[src/rtl/sr_puf_controller_if.sv]
// Host-side handshake of the SR-latch PUF sequencer: challenge request in,
// majority-voted response and stability count out.
interface sr_puf_controller_if #(
    parameter int ADDR_W    = 6,
    parameter int RESP_BITS = 8
) ();
    logic                 start;
    logic [ADDR_W-1:0]    challenge;
    logic                 busy;
    logic                 done;
    logic [RESP_BITS-1:0] response;
    logic [3:0]           unstable_cnt;

    modport master (
        output start, challenge,
        input  busy, done, response, unstable_cnt
    );

    modport slave (
        input  start, challenge,
        output busy, done, response, unstable_cnt
    );
endinterface

[src/rtl/sr_puf_controller.sv]
// Sequencer for a cross-coupled NAND SR-latch PUF array: excites each selected
// cell, releases it to resolve by mismatch, and majority-votes repeated samples.
module sr_puf_controller #(
    parameter int NUM_CELLS     = 64,
    parameter int ADDR_W        = 6,
    parameter int RESP_BITS     = 8,
    parameter int VOTES         = 5,
    parameter int EXCITE_CYCLES = 2,
    parameter int SETTLE_CYCLES = 4
) (
    input  logic                  clk,
    input  logic                  rst,
    sr_puf_controller_if.slave    host,
    output logic [ADDR_W-1:0]     cell_sel,
    output logic                  cell_s,
    output logic                  cell_r,
    input  logic                  cell_q
);
    localparam int TMR_MAX = (EXCITE_CYCLES > SETTLE_CYCLES) ? EXCITE_CYCLES : SETTLE_CYCLES;
    localparam int TMR_W   = $clog2(TMR_MAX + 1);
    localparam int BIT_W   = $clog2(RESP_BITS + 1);

    localparam logic [TMR_W-1:0]  EXCITE_LAST = TMR_W'(EXCITE_CYCLES - 1);
    localparam logic [TMR_W-1:0]  SETTLE_LAST = TMR_W'(SETTLE_CYCLES - 1);
    localparam logic [3:0]        VOTES_N     = 4'(VOTES);
    localparam logic [3:0]        VOTES_LAST  = 4'(VOTES - 1);
    localparam logic [3:0]        VOTES_HALF  = 4'(VOTES / 2);
    localparam logic [BIT_W-1:0]  BIT_LAST    = BIT_W'(RESP_BITS - 1);
    localparam logic [ADDR_W-1:0] ADDR_MASK   = ADDR_W'(NUM_CELLS - 1);

    typedef enum logic [2:0] {
        S_IDLE, S_EXCITE, S_RELEASE, S_SAMPLE, S_DECIDE, S_DONE
    } state_e;

    state_e               state_q, state_d;
    logic [ADDR_W-1:0]    base_q, base_d;
    logic [BIT_W-1:0]     bit_idx_q, bit_idx_d;
    logic [3:0]           vote_q, vote_d;
    logic [3:0]           ones_q, ones_d;
    logic [TMR_W-1:0]     tmr_q, tmr_d;
    logic [RESP_BITS-1:0] shift_q, shift_d;
    logic [3:0]           unst_q, unst_d;
    logic [1:0]           sync_q;

    logic                 busy_q, busy_d;
    logic                 done_q, done_d;
    logic [RESP_BITS-1:0] resp_q, resp_d;
    logic [3:0]           unst_out_q, unst_out_d;
    logic [ADDR_W-1:0]    sel_q, sel_d;
    logic                 cell_ctl_q, cell_ctl_d;

    logic q_sync;
    assign q_sync = sync_q[1];

    // NOTE: sequential state uses non-blocking assignments so every flop samples
    // pre-edge values regardless of process ordering.
    always_ff @(posedge clk or posedge rst) begin
        if (rst) begin
            state_q    <= S_IDLE;
            base_q     <= '0;
            bit_idx_q  <= '0;
            vote_q     <= '0;
            ones_q     <= '0;
            tmr_q      <= '0;
            shift_q    <= '0;
            unst_q     <= '0;
            sync_q     <= '0;
            busy_q     <= 1'b0;
            done_q     <= 1'b0;
            resp_q     <= '0;
            unst_out_q <= '0;
            sel_q      <= '0;
            cell_ctl_q <= 1'b1;
        end else begin
            state_q    <= state_d;
            base_q     <= base_d;
            bit_idx_q  <= bit_idx_d;
            vote_q     <= vote_d;
            ones_q     <= ones_d;
            tmr_q      <= tmr_d;
            shift_q    <= shift_d;
            unst_q     <= unst_d;
            sync_q     <= {sync_q[0], cell_q};
            busy_q     <= busy_d;
            done_q     <= done_d;
            resp_q     <= resp_d;
            unst_out_q <= unst_out_d;
            sel_q      <= sel_d;
            cell_ctl_q <= cell_ctl_d;
        end
    end

    // NOTE: every combinational output gets a default first so no path
    // leaves a variable unassigned and infers a latch.
    always_comb begin
        state_d   = state_q;
        base_d    = base_q;
        bit_idx_d = bit_idx_q;
        vote_d    = vote_q;
        ones_d    = ones_q;
        tmr_d     = tmr_q;
        shift_d   = shift_q;
        unst_d    = unst_q;
        unique case (state_q)
            S_IDLE: begin
                if (host.start) begin
                    base_d    = host.challenge;
                    bit_idx_d = '0;
                    vote_d    = '0;
                    ones_d    = '0;
                    tmr_d     = '0;
                    shift_d   = '0;
                    unst_d    = '0;
                    state_d   = S_EXCITE;
                end
            end
            S_EXCITE: begin
                if (tmr_q == EXCITE_LAST) begin
                    tmr_d   = '0;
                    state_d = S_RELEASE;
                end else begin
                    tmr_d = tmr_q + 1'b1;
                end
            end
            S_RELEASE: begin
                if (tmr_q == SETTLE_LAST) begin
                    tmr_d   = '0;
                    state_d = S_SAMPLE;
                end else begin
                    tmr_d = tmr_q + 1'b1;
                end
            end
            S_SAMPLE: begin
                ones_d  = ones_q + {3'b000, q_sync};
                vote_d  = vote_q + 1'b1;
                state_d = (vote_q == VOTES_LAST) ? S_DECIDE : S_EXCITE;
            end
            S_DECIDE: begin
                // Shifting in from the top leaves the first bit at response[0].
                shift_d = {(ones_q > VOTES_HALF), shift_q[RESP_BITS-1:1]};
                if (ones_q != 4'd0 && ones_q != VOTES_N && unst_q != 4'd15)
                    unst_d = unst_q + 1'b1;
                ones_d    = '0;
                vote_d    = '0;
                bit_idx_d = bit_idx_q + 1'b1;
                state_d   = (bit_idx_q == BIT_LAST) ? S_DONE : S_EXCITE;
            end
            S_DONE:  state_d = S_IDLE;
            default: state_d = S_IDLE;
        endcase
    end

    // Outputs are computed from next-state values and registered, so they are
    // aligned with the state they describe.
    always_comb begin
        busy_d     = (state_d != S_IDLE);
        done_d     = (state_d == S_DONE);
        cell_ctl_d = (state_d != S_EXCITE);
        sel_d      = (base_d + ADDR_W'(bit_idx_d)) & ADDR_MASK;
        resp_d     = (state_d == S_DONE) ? shift_d : resp_q;
        unst_out_d = (state_d == S_DONE) ? unst_d : unst_out_q;
    end

    assign host.busy         = busy_q;
    assign host.done         = done_q;
    assign host.response     = resp_q;
    assign host.unstable_cnt = unst_out_q;
    assign cell_sel          = sel_q;
    assign cell_s            = cell_ctl_q;
    assign cell_r            = cell_ctl_q;
endmodule

[src/flat_wrapper.sv]
// flat-port wrapper written by rule: the top's interface ports become plain ports
module sr_puf_controller_flat 
#(
    parameter int NUM_CELLS     = 64,
    parameter int ADDR_W        = 6,
    parameter int RESP_BITS     = 8,
    parameter int VOTES         = 5,
    parameter int EXCITE_CYCLES = 2,
    parameter int SETTLE_CYCLES = 4
)
  (clk, rst, cell_sel, cell_s, cell_r, cell_q, host_start, host_challenge, host_busy, host_done, host_response, host_unstable_cnt);
  sr_puf_controller_if #(.ADDR_W(ADDR_W), .RESP_BITS(RESP_BITS)) host_i ();
  input  logic clk;
  input  logic rst;
  output logic [ADDR_W-1:0] cell_sel;
  output logic cell_s;
  output logic cell_r;
  input  logic cell_q;
  input wire logic [$bits(host_i.start)-1:0] host_start;
  input wire logic [$bits(host_i.challenge)-1:0] host_challenge;
  output wire logic [$bits(host_i.busy)-1:0] host_busy;
  output wire logic [$bits(host_i.done)-1:0] host_done;
  output wire logic [$bits(host_i.response)-1:0] host_response;
  output wire logic [$bits(host_i.unstable_cnt)-1:0] host_unstable_cnt;
  assign host_i.start = host_start;
  assign host_i.challenge = host_challenge;
  assign host_busy = host_i.busy;
  assign host_done = host_i.done;
  assign host_response = host_i.response;
  assign host_unstable_cnt = host_i.unstable_cnt;
  sr_puf_controller #(.NUM_CELLS(NUM_CELLS), .ADDR_W(ADDR_W), .RESP_BITS(RESP_BITS), .VOTES(VOTES), .EXCITE_CYCLES(EXCITE_CYCLES), .SETTLE_CYCLES(SETTLE_CYCLES)) u_core (.clk(clk), .rst(rst), .host(host_i), .cell_sel(cell_sel), .cell_s(cell_s), .cell_r(cell_r), .cell_q(cell_q));
endmodule
[config.mk]
export PLATFORM = sky130hd
export DESIGN_NAME = sr_puf_controller_flat
export DESIGN_NICKNAME = d
export VERILOG_FILES = /design/src/rtl/sr_puf_controller_if.sv /design/src/rtl/sr_puf_controller.sv /design/src/flat_wrapper.sv
export SDC_FILE = /design/constraint.sdc
export NUM_CORES = 1
export LEC_CHECK = 0
export CAP_MARGIN = 15
export CORE_UTILIZATION = 55
export CTS_CLUSTER_DIAMETER = 100
export DETAILED_ROUTE_END_ITERATION = 7
export GPL_ROUTABILITY_DRIVEN = 0
export GPL_TIMING_DRIVEN = 1
export HOLD_SLACK_MARGIN = 0.05
export PLACE_DENSITY = 0.79
export SYNTH_ARGS = -nofsm -noshare
export SYNTH_HDL_FRONTEND = slang
export SYNTH_SLANG_ARGS = --single-unit
[constraint.sdc]
create_clock -name clk -period 2.6 [get_ports clk]
set_input_delay 0.52 -clock clk [delete_from_list [all_inputs] [get_ports clk]]
set_output_delay 0.52 -clock clk [all_outputs]
set_load 0.02 [all_outputs]
# == Word-level counts from Yosys, hierarchy flattened ==
# Cells that the tools add are included.
# word_totals
regBits,59
input_bits,10
# classes
add_sub_neg,6
n_lt_le_gt_ge,1
n_eq_ne,13
n_mux,22
n_reduce_logical,9
# op_table
op,count
$mux W3,8
$pmux W4 S3,2
$mux W4,4
$pmux W4 S2,2
$pmux W8 S2,1
$pmux W3 S5,1
$add A4 B1 Y4 const B,3
$mux W6,2
$eq A3 B2 Y1 const B,3
$pmux W3 S3,1
$reduce_bool A3 Y1,3
$eq A4 B3 Y1 const B,2
$mux W8,1
$add A6 B4 Y6,1
$eq A3 B1 Y1 const B,2
$eq A3 B3 Y1 const B,2
$add A4 B1 Y4,1
$gt A4 B2 Y1 const B,1
$ne A4 B3 Y1 const B,1
$ne A4 B4 Y1 const B,1
$reduce_and A2 Y1,2
$reduce_bool A4 Y1,1
$add A3 B1 Y3 const B,1
$logic_not A3 Y1,1
other kinds (3),4

# == Depth between registers and ports, before layout ==
# Gate-level depths: netlist of the first run.
# depth
word_depth,5
depth_mapped,12
mapped_depth_nobuf,10

# == Worst setup path before layout of the first run ==
# No wires, ideal clock.
# synth_timing
path_kind,register -> register
start,reg u_core.state_q[0]
end,"reg u_core.sel_q[4], in the netlist u_core.cell_sel[4]"
arrival_ns,2.145
t_required_ns,2.477
slack_ns,0.333
path_stages_with_launch,12
path_buffers,2
period_less_slack_ns,2.267
cell_sequence,dfrtp_1 > buf_6 > nor3b_4 > buf_2 > xnor2_1 > nor2_1 > ha_1 > inv_1 > fa_1 > o21bai_1 > a21oi_1 > xnor2_1
# synth_via
elab_chain_len,3
# synth_rtl
item,line_no,source
"start, declared",sr_puf_controller.sv:35,"state_e state_q, state_d;"
"start signal, assigned",sr_puf_controller.sv:75,state_q <= state_d;
$eq A3 B3 Y1 or $logic_not A3 Y1 (tied branches),sr_puf_controller.sv:104,unique case (state_q)
$pmux W4 S2 (*),sr_puf_controller.sv:104,
net u_core.bit_idx_d[0],sr_puf_controller.sv:37,"logic [BIT_W-1:0] bit_idx_q, bit_idx_d;"
$add A6 B4 Y6 (*),sr_puf_controller.sv:159,sel_d = (base_d + ADDR_W'(bit_idx_d)) & ADDR_MASK;
net u_core.sel_d[4],sr_puf_controller.sv:49,"logic [ADDR_W-1:0] sel_q, sel_d;"
"end signal, assigned",sr_puf_controller.sv:88,sel_q <= sel_d;
"end, declared",sr_puf_controller.sv:49,
# Mark *: on every way through the listed nets, which the timed path passes. The rest lies on a longest branch.
# A chain may end at the register's enable or synchronous reset.

# == Final worst setup path of the first run ==
# layout_timing
start,in host_start
end,"reg u_core.sel_q[4], in the netlist u_core.cell_sel[4]"
# layout_via
elab_chain_len,3
# layout_rtl
item,line_no,source
"start, declared",flat_wrapper.sv:19,input wire logic [$bits(host_i.start)-1:0] host_start;
$mux W4 or $mux W6 (tied branches),sr_puf_controller.sv:106,if (host.start) begin
$pmux W4 S2 or $mux W6 (tied branches),sr_puf_controller.sv:104,
$add A6 B4 Y6 (*),sr_puf_controller.sv:159,
net u_core.sel_d[4],sr_puf_controller.sv:49,
# Marked as above.

==> flow_summary.yaml, run 1 <==
outcome:
  status: "finished clean"
logic_synthesis:
  seq_area_frac_synth: 0.524
  yosysWarningCount: 0
  synth-xor-area-share: 0.0342
  yosys.area_share.simple: 0.108
  synthArstFlopShare: 1.00
  syn_area_um2: 2820
  synth_compound_area_frac: 0.129
  synth.most_common_cell: "dfrtp_1"
  synth_cells: 236
  ys_ff_latch: 59
  synth_top_family_by_area: "compound AO/OA/AOI/OAI gates"
  synth_mux_area_frac: 0.0839
  syn_avg_cell_area_um2: 11.9
  yosys.area_share.adder: 0.0693
  synth_cell_type_count: 50
  synth_common_cells: "58 x dfrtp_1, 16 x inv_1, 16 x mux2_2"
  synth_edf_count: 0
  synth_top_area_cell: "dfrtp_1"
  synthFlopType: "dfrtp_1"
  netlist_top_cells_area: "dfrtp_1 52%, mux2_2 6.4%, ha_1 6.2%"
  synthesis.nets: 261
  synth_top_area_share: 0.515
cells_and_area:
  final_core_util: 0.728
  final_nets: 308
  drive_above_1_share: 0.206
  area_growth_pct: 24.4
  diodes: 0
  fin_cells: 354
global_routing:
  grt_pass1_wl_um: 8940
  gr-total-overflow: 0
  antenna_found_initial: 0
  grt_usage: 0.227
  grt_max_degree: 60
  grt_pass1_vias: 1937
timing:
  fin_crit_sh: 0.935
  skew_ns: 0.00786
  finalHoldViolCount: 0
  finalCriticalPeriod_ns: 2.43
  tightest_slew_ns: 0.433
  relSlewSlack: 0.709
  finalSetupViolCount: 0
  holdWs_ns: 0.352
  setup_ws_ns: 0.170
  rsz0062_at_grt: "no"
  fmax_mhz: 412
  finalMaxSlewViolations: 0
clock_tree:
  ctsRootBufferMaster: "clkbuf_8"
  cts_made_buffers: 9
  cts_tree: "done"
  clk_path_buf_depth: 2
  clock_sinks: 59
  insertion_delay_ns: 0.33
  ctsResizeCount: 0
  clk_pin_slew_ns: 0.06
  cts_hold_buf: 0
  htree_levels: 3
  cts_setup_buffers: 0
detailed_routing:
  ant_nets: 0
  wl_met1_um: 2340
  top_layer_used: "met4"
  vias_per_cell: 5.43
  initialDrtViolationCount: 82
  drt_wl_total_um: 5310
  first_pass_iters: 4
  wl_met3_um: 186
  wl_per_cell_um: 15.0
  post-route-drc-count: 0
  num_vias: 1921
  wl_met2_um: 2700
place:
  dp.cells: 339
  dpl.hpwl_um: 3720
  dpl_worst_slack_ns: -0.144
  placement.io_buffers: 31
power:
  ir_drop_mv: 0.531
  p_leak_uw: 0.00167
  seqPwrFrac: 0.387
  clockPowerShare: 0.286
  p_switching_uw: 981
  swShare: 0.312
  comb_power_share: 0.327
  p_per_area_nw_per_um2: 897
  internal-power_uw: 2160
worst_setup_path:
  regToRegSetupSlack_ns: 0.23
  cp-start-kind: "input port"
  crit_path_max_fanout: 5
  crit_required_ns: 2.81
  crit_type: "in -> reg"
  cp.arrival_ns: 2.64
  critPathCaptureType: "register"
die:
  ios: 32
  initial_core_util: 0.585
  core_area_um2: 4820
  core.rowCount: 25
  die_x_um: 73.6
  die_area_um2: 5410
  die_y_um: 73.6
flow_run:
  drv_cap: 0
hold_path:
  hold_class: "reg -> reg"
[layer usage]
layer / track usage / vias up
met5: 0 / -
met4: 0.0962 / 0
met3: 0.0562 / 8
met2: 0.373 / 37
met1: 0.285 / 953
li1: - / 923
[per-stage QoR]
| stage | area, um2 | power [uW] | setup TNS (ns) |
|---|---|---|---|
| after floorplan | 2820 | 1910 | 0 |
| after global placement | 3290 | 2220 | -0.162 |
| after detailed placement | 3290 | 2260 | -0.344 |
| after CTS | 3500 | 3180 | 0 |
| after global routing | 3500 | 3330 | 0 |
| final | 3500 | 3150 | 0 |
[registers in the layout (all words and copies together), names as in the netlist]
signal	cells
u_core.host.done	1
u_core.cell_r	1
u_core.ones_q	4
u_core.tmr_q	3
u_core.state_q	3
u_core.vote_q	4
u_core.host.busy	1
u_core.sync_q	2
u_core.unst_q	4
u_core.bit_idx_q	4
u_core.cell_sel	6
u_core.host.response	8
u_core.base_q	6
u_core.host.unstable_cnt	4
u_core.shift_q	8
[layout make-up]
class / instances / area (um2)
clock buffers: 11 / 141
clock inverters: 4 / 75.1
fillers: 350 / 1310
inverters: 16 / 60.1
multi-input cells: 148 / 1200
flip-flops and latches: 59 / 1480
well taps: 67 / 83.8
repair buffers: 49 / 470
[logic make-up after synthesis]
logic type | after synthesis
buffers and inverters | 29
AO/OA/AOI/OAI | 49
flip-flops | 59
AND/OR/NAND/NOR | 52
adder cells (fa/ha/maj) | 15
multiplexers | 21
XOR/XNOR | 11
[final timing paths]
| check | startpoint | end | cells past startpoint |
|---|---|---|---|
| max | host_start | u_core.cell_sel[4]$_DFF_PP0_ | 9 |
| min | u_core.sync_q[0]$_DFF_PP0_ | u_core.sync_q[1]$_DFF_PP0_ | 0 |
| max reg2reg | u_core.state_q[2]$_DFF_PP0_ | u_core.cell_sel[4]$_DFF_PP0_ | 9 |
| min reg2reg | u_core.sync_q[0]$_DFF_PP0_ | u_core.sync_q[1]$_DFF_PP0_ | 0 |
| max in group asynchronous | rst | u_core.cell_r$_DFF_PP1_ | 3 |
| min in group asynchronous | rst | u_core.tmr_q[2]$_DFFE_PP0P_ | 3 |
[power groups by stage]
stage | clock network (uW) | logic [uW] | registers, uW
final | 899 | 1030 | 1220
after global routing | 958 | 1130 | 1240
after CTS | 923 | 1040 | 1220
after detailed placement | 0 | 1020 | 1240
after global placement | 0 | 991 | 1230
after floorplan | 0 | 638 | 1270
[critical path: stages]
cell             delay [ns]
clkdlybuf4s50_1        0.42
buf_4                  0.16
o21ai_1                0.35
a22oi_1                0.17
buf_4                  0.18
fa_1                   0.45
o21bai_1               0.17
a21oi_1                0.10
xnor2_1                0.12
[layout by cell type (no fill, tap or decap), types with 2 or more instances in the layout]
cell type / instances
clkinvlp_4: 2
nor3_1: 3
a22o_1: 14
mux2_2: 16
a22oi_1: 3
nand3b_1: 3
nand2_1: 11
xnor2_1: 6
inv_1: 15
a21oi_1: 8
nand3_1: 3
o21ai_0: 8
xor2_1: 5
buf_4: 16
nand2b_1: 3
mux2i_1: 3
nor2_1: 14
o21bai_1: 2
dfrtp_1: 58
ha_1: 14
nor2b_1: 5
clkbuf_8: 10
a211oi_1: 2
buf_12: 2
clkdlybuf4s50_1: 31
bufinv_16: 2
nand4_1: 2
No activity file was read; power rests on OpenSTA's default activity.
==> inputs of run 2 (changes only) <==
--- a/config.mk
+++ b/config.mk
@@ -5,7 +5,9 @@
 export SDC_FILE = /design/constraint.sdc
 export NUM_CORES = 1
 export LEC_CHECK = 0
+export ABC_AREA = 1
 export CAP_MARGIN = 15
+export CORE_MARGIN = 1.5
 export CORE_UTILIZATION = 55
 export CTS_CLUSTER_DIAMETER = 100
 export DETAILED_ROUTE_END_ITERATION = 7
==> flow_summary.yaml, run 2 <==
outcome:
  status: "finished clean"
global_routing:
  grt_use_met1: 0.294
  grtUsageMet2: 0.369
  grt_usage: 0.228
  grt_pass1_vias: 2002
  antenna_found_initial: 0
  gr-total-overflow: 0
  grt_use_met3: 0.0420
  busiest_layer: "met2"
  grt_max_degree: 37
  grt_pass1_wl_um: 9200
worst_setup_path:
  max_stage_delay_ns: 0.45
  crit_path_max_fanout: 13
  crit_chain: "nor2_4 -> inv_2 -> nor2_8 -> inv_4 -> xor2_1 -> nor2_1 -> ha_1 -> inv_1 -> fa_1 -> o21ai_0 -> xor2_1"
  crit_type: "reg -> reg"
  critPathCaptureType: "register"
  cp-start-kind: "register"
  path_delay_family: "adder cells"
  crit_buf_inv: 3
  cp.arrival_ns: 2.64
  cpMostUsedCell: "xor2_1"
  crit_required_ns: 2.86
  cpMaxStageDelayCell: "dfrtp_1"
cells_and_area:
  area_growth_pct: 20.9
  mostFrequentLayoutCell: "nand2_1"
  seqCellArea_um2: 1480
  diodes: 0
  num-fill-cells: 383
  final_nets: 359
  drive_above_1_share: 0.115
  mostFrequentLayoutCells: "85 x nand2_1, 58 x dfrtp_1, 38 x inv_1, 31 x clkdlybuf4s50_1, 16 x nand3_1"
  fin_cells: 406
  multi_input_area_um2: 1080
timing:
  relSlewSlack: 0.655
  finalSetupTns_ns: 0
  finalCriticalPeriod_ns: 2.38
  fmax_mhz: 421
  finalSetupViolCount: 0
  finalHoldViolCount: 0
  fin_crit_sh: 0.914
  rsz0062_at_grt: "no"
  skew_ns: 0.00695
  tightest_slew_ns: 0.517
  finalMaxSlewViolations: 0
  setup_ws_ns: 0.222
logic_synthesis:
  syn_area_um2: 2790
  synth_cells: 293
  synth_top_area_share: 0.521
  synth_top_area_cell: "dfrtp_1"
  syn_avg_cell_area_um2: 9.51
  synth_common_cells: "85 x nand2_1, 58 x dfrtp_1, 39 x inv_1"
  synth_cell_type_count: 28
  synthFlopType: "dfrtp_1"
  synthesis.nets: 318
  synthArstFlopShare: 1.00
  synth.most_common_cell: "nand2_1"
  synth_edf_count: 0
  netlist_top_cells_area: "dfrtp_1 52%, nand2_1 11%, ha_1 6.3%"
  yosysWarningCount: 0
  ys_ff_latch: 59
  seq_area_frac_synth: 0.530
power:
  ir_drop_mv: 0.364
  p_per_area_nw_per_um2: 552
  p_leak_uw: 0.00167
die:
  core_area_um2: 4820
  die_area_um2: 5500
  initial_core_util: 0.579
  ios: 32
  core.rowCount: 25
  die_y_um: 74.2
  die_x_um: 74.2
place:
  dpl.hpwl_um: 3820
  placement.io_buffers: 31
  dpl_worst_slack_ns: 0.00237
  dp.cells: 390
detailed_routing:
  wl_per_cell_um: 12.9
  initialDrtViolationCount: 140
  post-route-drc-count: 0
  vias_per_cell: 5.00
  num_vias: 2029
  first_pass_iters: 4
  drt_wl_total_um: 5250
  ant_nets: 0
clock_tree:
  cts_tree: "done"
  ctsResizeCount: 0
  insertion_delay_ns: 0.34
  clock_sinks: 59
  cts_made_buffers: 9
  cts_setup_buffers: 0
  clk_pin_slew_ns: 0.06
  cts_hold_buf: 0
  ctsRootBufferMaster: "clkbuf_8"
  clk_path_buf_depth: 2
  htree_levels: 3
hold_path:
  hold_class: "reg -> reg"
flow_run:
  drv_cap: 0
[run 2: worst reg2reg max path, stage by stage (launching register included)]
cell	delay [ns]
dfrtp_1	0.45
nor2_4	0.18
inv_2	0.08
nor2_8	0.09
inv_4	0.09
xor2_1	0.15
nor2_1	0.16
ha_1	0.20
inv_1	0.06
fa_1	0.40
o21ai_0	0.26
xor2_1	0.17
[run 2: power breakdown]
group / switching, uW / internal, uW / leakage [uW] / total (uW)
Combinational: 53.6 / 36.9 / 0.000895 / 90.5
Clock: 349 / 463 / 0.0000991 / 812
Sequential: 18.2 / 940 / 0.000675 / 958
Total: 420 / 1440 / 0.00167 / 1860
[run 2: final timing paths]
kind / start / cells after the start / to / slack [ns]
max: u_core.state_q[0]$_DFF_PP0_ / 11 / u_core.cell_sel[4]$_DFF_PP0_ / 0.22
min: u_core.sync_q[0]$_DFF_PP0_ / 0 / u_core.sync_q[1]$_DFF_PP0_ / 0.35
min reg2reg: u_core.sync_q[0]$_DFF_PP0_ / 0 / u_core.sync_q[1]$_DFF_PP0_ / 0.35
min in group asynchronous: rst / 2 / u_core.state_q[0]$_DFF_PP0_ / 0.54
max in group asynchronous: rst / 3 / u_core.unst_q[2]$_DFF_PP0_ / 1.51
max reg2reg: u_core.state_q[0]$_DFF_PP0_ / 11 / u_core.cell_sel[4]$_DFF_PP0_ / 0.22
[run 2: kinds of logic (layout without fill, tap and decap cells)]
| kind of cell | count (synthesis) | count (layout) | synth area share |
|---|---|---|---|
| buffers and inverters | 50 | 96 | 0.0808 |
| adder cells (fa/ha/maj) | 15 | 15 | 0.0700 |
| AND/OR/NAND/NOR | 124 | 124 | 0.202 |
| XOR/XNOR | 9 | 9 | 0.0283 |
| flip-flops | 59 | 59 | 0.530 |
| AO/OA/AOI/OAI | 36 | 36 | 0.0893 |
[run 2: area by class of cell]
cell class,instances,share of cell area
Timing Repair Buffer,35,0.105
Sequential cell,59,0.439
Clock buffer,11,0.0420
Multi-Input combinational cell,184,0.322
Clock inverter,5,0.0156
Inverter,45,0.0524
Tap cell,67,0.0249
[run 2: stage by stage]
step                utilization  cell area (um2)  hold WS (ns)  total power, uW
floorplan                     -             2790         0.331             1030
global placement          0.659             3180         0.334             1060
CTS                       0.699             3370         0.352             1880
global route              0.699             3370         0.382             1940
finish                    0.699             3370         0.350             1860
detailed placement        0.659             3180         0.337             1070
[run 2: routing by layer]
| metal | up-vias | share of wire |
|---|---|---|
| li1 | 1015 | - |
| met1 | 959 | 0.45 |
| met2 | 45 | 0.50 |
| met3 | 10 | 0.035 |
| met4 | 0 | 0.020 |
| met5 | - | 0 |
